File: src/rtl/tictactoe_pkg.sv
// Shared types for the tictactoe host: cell symbols, win codes, host FSM
// states and the packed move record stored in the move FIFO.
package tictactoe_pkg;

  localparam int unsigned MOVE_W = 4;

  typedef enum logic [1:0] {
    EMPTY = 2'b00,
    X     = 2'b01,
    O     = 2'b10
  } xoro_t;

  typedef enum logic [1:0] {
    NONE = 2'b00,
    XWIN = 2'b01,
    OWIN = 2'b10,
    DRAW = 2'b11
  } win_t;

  typedef enum logic [2:0] {
    IDLE,
    ISSUE,
    CHECK,
    WAIT_AI,
    DONE
  } host_state_t;

  typedef logic [1:0] coord_t;

  typedef struct packed {
    coord_t row;
    coord_t col;
  } move_t;

  function automatic logic [1:0] opponent(input logic [1:0] sym);
    return ~sym & 2'b11;
  endfunction

endpackage

File: src/rtl/tictactoe_host_fifo.sv
// move_fifo: DEPTH-entry synchronous FIFO of packed moves.
// Ports: ph1 clock, reset async active-low, clear sync flush,
//        wr/wdata write side (ignored while full), rd/rdata pop side
//        (rdata shows the head combinationally), full/empty flags.
module move_fifo
  import tictactoe_pkg::*;
#(
  parameter int unsigned DEPTH = 4
) (
  input  logic              ph1,
  input  logic              reset,
  input  logic              clear,
  input  logic              wr,
  input  logic [MOVE_W-1:0] wdata,
  input  logic              rd,
  output logic [MOVE_W-1:0] rdata,
  output logic              full,
  output logic              empty
);

  localparam int unsigned AW = $clog2(DEPTH);

  logic [MOVE_W-1:0] mem [DEPTH];
  logic [AW:0]       wptr;
  logic [AW:0]       rptr;
  logic              do_wr;
  logic              do_rd;

  // Pointers carry one extra wrap bit to tell full from empty.
  assign full  = (wptr[AW] != rptr[AW]) && (wptr[AW-1:0] == rptr[AW-1:0]);
  assign empty = (wptr == rptr);
  assign do_wr = wr && !full;
  assign do_rd = rd && !empty;
  assign rdata = mem[rptr[AW-1:0]];

  always_ff @(posedge ph1 or negedge reset) begin
    if (!reset) begin
      wptr <= '0;
      rptr <= '0;
    end else if (clear) begin
      wptr <= '0;
      rptr <= '0;
    end else begin
      if (do_wr) wptr <= wptr + 1'b1;
      if (do_rd) rptr <= rptr + 1'b1;
    end
  end

  always_ff @(posedge ph1) begin
    if (do_wr) mem[wptr[AW-1:0]] <= wdata;
  end

endmodule

File: src/rtl/tictactoe_host.sv
// tictactoe_host: host side of the tictactoe core move interface.
// Buffers human moves, strobes each legal one to the core for one cycle,
// evaluates err/win, waits for the AI reply when enabled, reports status.
// Ports: ph1/reset (async active-low); new_game/ai_mode/human game setup;
//        mv_valid/mv_ready/mv_row/mv_col move input; xoroin/rowin/colin/ai_en
//        to core; err/xoroout/rowout/colout/win from core; game_over/result/
//        ai_row/ai_col/ai_valid/rej_cnt/timeout status.
module tictactoe_host
  import tictactoe_pkg::*;
#(
  parameter int unsigned DEPTH   = 4,
  parameter int unsigned TIMEOUT = 64,
  parameter int unsigned CNTW    = 4
) (
  input  logic            ph1,
  input  logic            reset,
  input  logic            new_game,
  input  logic            ai_mode,
  input  logic [1:0]      human,
  input  logic            mv_valid,
  output logic            mv_ready,
  input  logic [1:0]      mv_row,
  input  logic [1:0]      mv_col,
  output logic [1:0]      xoroin,
  output logic [1:0]      rowin,
  output logic [1:0]      colin,
  output logic            ai_en,
  input  logic            err,
  input  logic [1:0]      xoroout,
  input  logic [1:0]      rowout,
  input  logic [1:0]      colout,
  input  logic [1:0]      win,
  output logic            game_over,
  output logic [1:0]      result,
  output logic [1:0]      ai_row,
  output logic [1:0]      ai_col,
  output logic            ai_valid,
  output logic [CNTW-1:0] rej_cnt,
  output logic            timeout
);

  localparam int unsigned TW = (TIMEOUT > 1) ? $clog2(TIMEOUT) : 1;

  host_state_t   state;
  xoro_t         human_l;
  logic          ai_l;
  logic [TW-1:0] timer;
  move_t         head;
  logic          full;
  logic          empty;
  logic          pop;
  logic          head_bad;
  logic [CNTW-1:0] rej_next;

  // The head is consumed in IDLE whether it is legal or not.
  assign pop      = (state == IDLE) && !empty && !new_game;
  assign head_bad = (head.row == 2'd3) || (head.col == 2'd3);
  assign rej_next = (rej_cnt == '1) ? rej_cnt : rej_cnt + 1'b1;
  assign mv_ready = !full;
  assign ai_en    = ai_l;

  move_fifo #(.DEPTH(DEPTH)) u_fifo (
    .ph1   (ph1),
    .reset (reset),
    .clear (new_game),
    .wr    (mv_valid),
    .wdata ({mv_row, mv_col}),
    .rd    (pop),
    .rdata (head),
    .full  (full),
    .empty (empty)
  );

  always_ff @(posedge ph1 or negedge reset) begin
    if (!reset) begin
      state     <= IDLE;
      human_l   <= X;
      ai_l      <= 1'b0;
      timer     <= '0;
      xoroin    <= '0;
      rowin     <= '0;
      colin     <= '0;
      game_over <= 1'b0;
      result    <= '0;
      ai_row    <= '0;
      ai_col    <= '0;
      ai_valid  <= 1'b0;
      rej_cnt   <= '0;
      timeout   <= 1'b0;
    end else if (new_game) begin
      state     <= IDLE;
      human_l   <= xoro_t'(human);
      ai_l      <= ai_mode;
      timer     <= '0;
      xoroin    <= '0;
      rowin     <= '0;
      colin     <= '0;
      game_over <= 1'b0;
      result    <= '0;
      ai_row    <= '0;
      ai_col    <= '0;
      ai_valid  <= 1'b0;
      rej_cnt   <= '0;
      timeout   <= 1'b0;
    end else begin
      ai_valid <= 1'b0;
      case (state)
        IDLE: begin
          if (!empty) begin
            if (head_bad) begin
              rej_cnt <= rej_next;
            end else begin
              xoroin <= human_l;
              rowin  <= head.row;
              colin  <= head.col;
              state  <= ISSUE;
            end
          end
        end
        ISSUE: begin
          xoroin <= '0;
          rowin  <= '0;
          colin  <= '0;
          state  <= CHECK;
        end
        CHECK: begin
          if (win != NONE) begin
            game_over <= 1'b1;
            result    <= win;
            state     <= DONE;
          end else if (err) begin
            rej_cnt <= rej_next;
            state   <= IDLE;
          end else if (ai_l) begin
            timer <= '0;
            state <= WAIT_AI;
          end else begin
            state <= IDLE;
          end
        end
        WAIT_AI: begin
          if (win != NONE) begin
            game_over <= 1'b1;
            result    <= win;
            state     <= DONE;
          end else if (xoroout == opponent(human_l)) begin
            ai_row   <= rowout;
            ai_col   <= colout;
            ai_valid <= 1'b1;
            state    <= IDLE;
          end else if (timer == TW'(TIMEOUT - 1)) begin
            timeout   <= 1'b1;
            game_over <= 1'b1;
            result    <= '0;
            state     <= DONE;
          end else begin
            timer <= timer + 1'b1;
          end
        end
        DONE: begin
          state <= DONE;
        end
        default: begin
          state <= IDLE;
        end
      endcase
    end
  end

endmodule

File: config.mk
export PLATFORM = sky130hd
export DESIGN_NAME = tictactoe_host
export DESIGN_NICKNAME = d
export VERILOG_FILES = /design/src/rtl/tictactoe_pkg.sv /design/src/rtl/tictactoe_host_fifo.sv /design/src/rtl/tictactoe_host.sv
export SDC_FILE = /design/constraint.sdc
export NUM_CORES = 1
export LEC_CHECK = 0
export BUFFER_PORTS_ARGS = -buffer_cell sky130_fd_sc_hd__buf_2
export CAP_MARGIN = 20
export CORE_ASPECT_RATIO = 0.8
export CORE_MARGIN = 2
export CORE_UTILIZATION = 55
export CTS_CLUSTER_DIAMETER = 100
export DETAILED_ROUTE_END_ITERATION = 8
export GPL_ROUTABILITY_DRIVEN = 0
export PLACE_DENSITY = 0.86
export SYNTH_ARGS = -nofsm -noshare
export SYNTH_HDL_FRONTEND = slang
export SYNTH_SLANG_ARGS = --single-unit
File: constraint.sdc
create_clock -name ph1 -period 2.5 [get_ports ph1]
set_input_delay 0.5 -clock ph1 [delete_from_list [all_inputs] [get_ports ph1]]
set_output_delay 0.5 -clock ph1 [all_outputs]
set_load 0.005 [all_outputs]
Word-level counts from Yosys, hierarchy flattened:

Memories as Yosys holds them, arrays and structs flattened.
Index checks and enable logic that the tools add are counted.

* word-level logic and storage cells: 146
* bits in writable memories: 16
* flip-flop bits (word level): 37
* input port bits: 20
* output and inout port bits: 21
* memories kept: 1

* reductions and logical operators: 26
* eq/ne operators: 28
* add/sub/neg operators: 4
* bitwise operators: 1
* multiplexer cells: 70

Memories
* u_fifo.mem: depth 4, width 4, rd ports 1, clocked after memory_dff 0, write ports 1, RTL line tictactoe_host_fifo.sv:23 `logic [MOVE_W-1:0] mem [DEPTH];`

Operators by type and width (number)
* $mux 2: 24
* $mux 6: 7
* $mux 3: 11
* $ne 3x3->1 const B: 11
* $mux 4: 6
* $pmux 2 s2: 4
* $pmux 3 s5: 1
* $mux 1: 14
* $pmux 6 s2: 1
* $reduce_bool 2->1: 6
* $reduce_and 3->1: 3
* $reduce_bool 3->1: 3
* $ne 4x4->1 const B: 2
* $pmux 4 s2: 1
* $reduce_and 4->1: 2
* $reduce_and 7->1: 1
* $add 3x1->3 const B: 2
* $add 6x1->6 const B: 1
* $eq 3x2->1 const B: 2
* $eq 6x6->1 const B: 1
* $logic_and 1x1->1: 5
* $ne 5x5->1 const B: 1
* $reduce_and 5->1: 1
* $add 4x1->4 const B: 1
* other kinds (13): 18

Logic depth before layout (Yosys ltp):

* depth in word-level cells: 7
* gate-level depth with buffers: 7
* gate-level depth less buffers: 6

Hierarchy:

Synthesis repeated with hierarchy kept, for this count alone.

* cell total of the unflattened synthesis: 243
* area, all modules: 2750.1 µm²

Modules (own cells, without submodules)
* tictactoe_host: seq. area each 777.0 µm², cells each 155, area an instance 1582.8 µm², instances 1
* move_fifo: seq. area each 630.6 µm², cells each 88, area an instance 1167.4 µm², instances 1

Least setup slack after synthesis:

OpenSTA, ideal clock, no wires.

* path type: reg2reg
* start point: register u_fifo.rptr[0]
* end point: register rej_cnt[3]
* data required time: 2373 ps
* buffers on the path: 1
* clock period less this slack: 2092 ps
* setup slack: 408 ps
* stages on the path, launching flop included: 7
* setup time: 127 ps
* data arrival time: 1964 ps
* cells stage by stage: dfrtp_1 > buf_2 > mux4_2 > a22o_1 > a41o_1 > nand4_1 > mux2_1

* word-level cells in the longest chain between the ends: 5
* elaborated cells between the ends (all ways): 8
* those cells by class: eq/ne: 5; reduce/logical: 2; memory: 1

Ends and longest elaborated chain
* start, declared: RTL line tictactoe_host_fifo.sv:25 `logic [AW:0] rptr;`
* start signal, assigned: RTL line tictactoe_host_fifo.sv:45 `if (do_rd) rptr <= rptr + 1'b1;`
* $mem_v2 4x4
* $eq 2x2->1: RTL line tictactoe_host.sv:57 `assign head_bad = (head.row == 2'd3) || (head.col == 2'd3);`
* $logic_or 1x1->1: RTL line tictactoe_host.sv:57
* $ne 3x3->1 (no line)
* $reduce_and 5->1 (no line) *
* end signal, assigned: RTL line tictactoe_host.sv:111 `rej_cnt <= rej_next;`
* end signal, assigned: RTL line tictactoe_host.sv:132 `rej_cnt <= rej_next;`
* end, declared: RTL line tictactoe_host.sv:38 `output logic [CNTW-1:0] rej_cnt,`

Mark *: on every way between the ends. The rest lies on a longest branch, timed or not.
A chain may end at the register's enable or synchronous reset.

Worst setup path in the final report:

* start point: register u_fifo.rptr[0]
* end point: register xoroin[1]

* word-level cells in the longest chain between the ends: 5
* elaborated cells between the ends (all ways): 8
* those cells by class: eq/ne: 5; reduce/logical: 2; memory: 1

Ends and longest elaborated chain
* $mem_v2 4x4
* $eq 2x2->1: RTL line tictactoe_host.sv:57
* $logic_or 1x1->1: RTL line tictactoe_host.sv:57
* $ne 3x3->1 (no line)
* $reduce_and 3->1 (no line) *
* end signal, assigned: RTL line tictactoe_host.sv:113 `xoroin <= human_l;`
* end, declared: RTL line tictactoe_host.sv:24 `output logic [1:0] xoroin,`

Marks and branches as above.

==> reports/qor.yml <==
cts.clk_slew.worst_paths_ns: 0.09
rows: 22
die_width_um: 80.4
antenna_cells: 0
antenna_found_initial: 0
cts.sinks: 53
start_util_pct: 56.5
core-area_um2: 4540
overflow: 0
p_leak_nw: 1.27
switchingPower_w: 0.000806
cts.htree.levels: 2
mostFrequentLayoutCell: "buf_2"
place_ws_ns: 0.199
clockPowerShare_pct: 23.7
report.power.total_w: 0.00243
crit_type: "flop to flop"
synthTopCellsByArea: "dfrtp_1 (35%), edfxtp_1 (19%), mux4_2 (3.5%)"
synth_cell_types: 47
worst_slew_pin_slew_ns: 0.799
setup_violations: 0
cts_tree: "yes"
vias: 1867
syn_area_um2: 2570
cts_buffers: 5
rsz0062_at_grt: "false"
dr.pass1.iters: 4
skew_ns: 0.00757
die_area_um2: 5230
die_y_um: 65.1
final_cell_mix: "buf_2 (40), dfrtp_1 (35), nor2_1 (22), nand2_1 (16), edfxtp_1 (16)"
finalHoldViolCount: 0
ir_drop_v: 0.000510
gr-usage-all-layers_pct: 21.9
ys_seq_elements: 53
root_buffer: "clkbuf_8"
pwr_density_cell_nw_per_um2: 830
swShare_pct: 33.2
clock_latency_ns: 0.31
ant_nets: 0
netlist_instances: 218
cp.arrival_ns: 2.49
syn_nets: 245
synth_top_area_share_pct: 35.1
synth_top_flop_cell: "dfrtp_1"
post-dp-hpwl_um: 3720
routedWlPerCell_um: 16.2
grt_start_max_net_pins: 38
fmax_ghz: 0.442
cp.required_ns: 2.73
fin_area_um2: 2930
vias_per_cell: 5.83
drcViolationCount: 0
yosysSeqAreaShare_pct: 54.9
synth_edf_count: 16
postRouteWirelength_um: 5200
pwr-share-seq_pct: 46.5
internal_power_w: 0.00162
max_cap_violations: 0
hold_class: "input pin to asynchronous set/reset pin"
synth_top_area_cell: "dfrtp_1"
nNetsFinal: 286
postSynthAreaPerCell_um2: 11.8
outcome: "finished clean"
async_flop_share_pct: 69.8
finalMaxSlewViolations: 0
clock_path_buffers: 2
ios: 41
dpl_cell_area_um2: 2820
layout-drive-gt1-share_pct: 26.2
grt_pass1_wl_um: 8570
fin_setup_tns_ns: 0
finalCriticalPeriod_ns: 2.26
power.share.combinational_pct: 29.8
cp-start-kind: "flop"
io_buffer_count: 40
end_kind: "flop"
min_period_over_period_pct: 90.4
area_delta_synth_final_pct: 14.1
slew_headroom_pct: 46.7
fin_ws_ns: 0.239
cts_setup_buffers: 0
cp_max_fo: 7
drt_iter0_markers: 167
yosys_warnings: 0
grt_pass1_vias: 1758
final cells by class:
cell class	count	area, um2
Clock buffer	6	72.6
Fill cell	347	1610
Sequential cell	53	1410
Multi-Input combinational cell	151	1100
Inverter	6	22.5
Clock inverter	2	38.8
Timing Repair Buffer	42	215
Tap cell	60	75.1
metrics by stage:
stage | cells | util (%) | hold WS (ns)
3_3_place_gp | 312 | 62.0 | 0.477
2_1_floorplan | 218 | - | 0.204
6_report | 320 | 64.5 | 0.271
4_1_cts | 320 | 64.5 | 0.297
3_5_place_dp | 312 | 62.0 | 0.487
5_1_grt | 320 | 64.5 | 0.324
layer usage:
layer,wire length [um],track usage (%)
met1,2450,32.5
met2,2350,30.9
met3,272,4.81
met4,128,10.2
met5,0,0
synthesized netlist by cell type, drive strengths merged, types with 6 or more instances:
| cell type | n |
|---|---|
| xnor2 | 7 |
| inv | 6 |
| a21oi | 11 |
| nor2 | 22 |
| a31oi | 8 |
| mux2 | 6 |
| nand2 | 16 |
| ha | 7 |
| edfxtp | 16 |
| a22o | 6 |
| nand3 | 10 |
| and2 | 7 |
| dfrtp | 36 |
worst max-delay path: stages (launching register included):
cell	delay [ns]
dfrtp_2	0.50
mux4_2	0.57
a22oi_1	0.25
and2_1	0.33
mux2_1	0.36
a21oi_1	0.17
registers in the layout, summed over array words and instances, names as in the netlist:
signal and count:
ai_en 1, rej_cnt 4, ai_valid 1, ai_col 2, ai_row 2, u_fifo.wptr 3, result 2, xoroin 2
u_fifo.mem 16, u_fifo.rptr 3, state 3, timeout 1, timer 6, colin 2, rowin 2, human_l 2
game_over 1
path summary, 6_finish.rpt:
kind                                startpoint  slack [ns]  depth (start not counted)               end
worst min-delay path                     reset        0.27                          1          ai_valid
max in group asynchronous                reset        1.68                          1    u_fifo.rptr[0]
worst max-delay path            u_fifo.rptr[0]        0.24                          5         xoroin[1]
min in group ph1                     mv_col[1]        0.41                          1  u_fifo.mem[0][1]
worst max register to register  u_fifo.rptr[0]        0.24                          5         xoroin[1]
worst min register to register       game_over        0.50                          2         game_over
logic make-up after synthesis:
kind of cell | Yosys count | synth area share [%]
and+or+nand+nor | 78 | 15.9
buffers and inverters | 14 | 2.44
muxes | 14 | 7.70
AOI/OAI and AO/OA | 42 | 12.3
adders and majority gates | 7 | 3.41
DFF | 53 | 54.9
xor gates and xnor gates | 10 | 3.41
power by group through the flow:
stage | clock (W) | sequential, W | combinational, W
floorplan | 0 | 0.00110 | 0.000558
finish | 0.000576 | 0.00113 | 0.000725
global route | 0.000632 | 0.00115 | 0.000802
detailed placement | 0 | 0.00114 | 0.000707
CTS | 0.000586 | 0.00113 | 0.000718
global placement | 0 | 0.00114 | 0.000682
repair_timing:
action	CTS	global route
gates resized for setup	0	1
setup endpoints to repair	0	2
hold buffers	0	0
(Power assumes the default switching activity.)
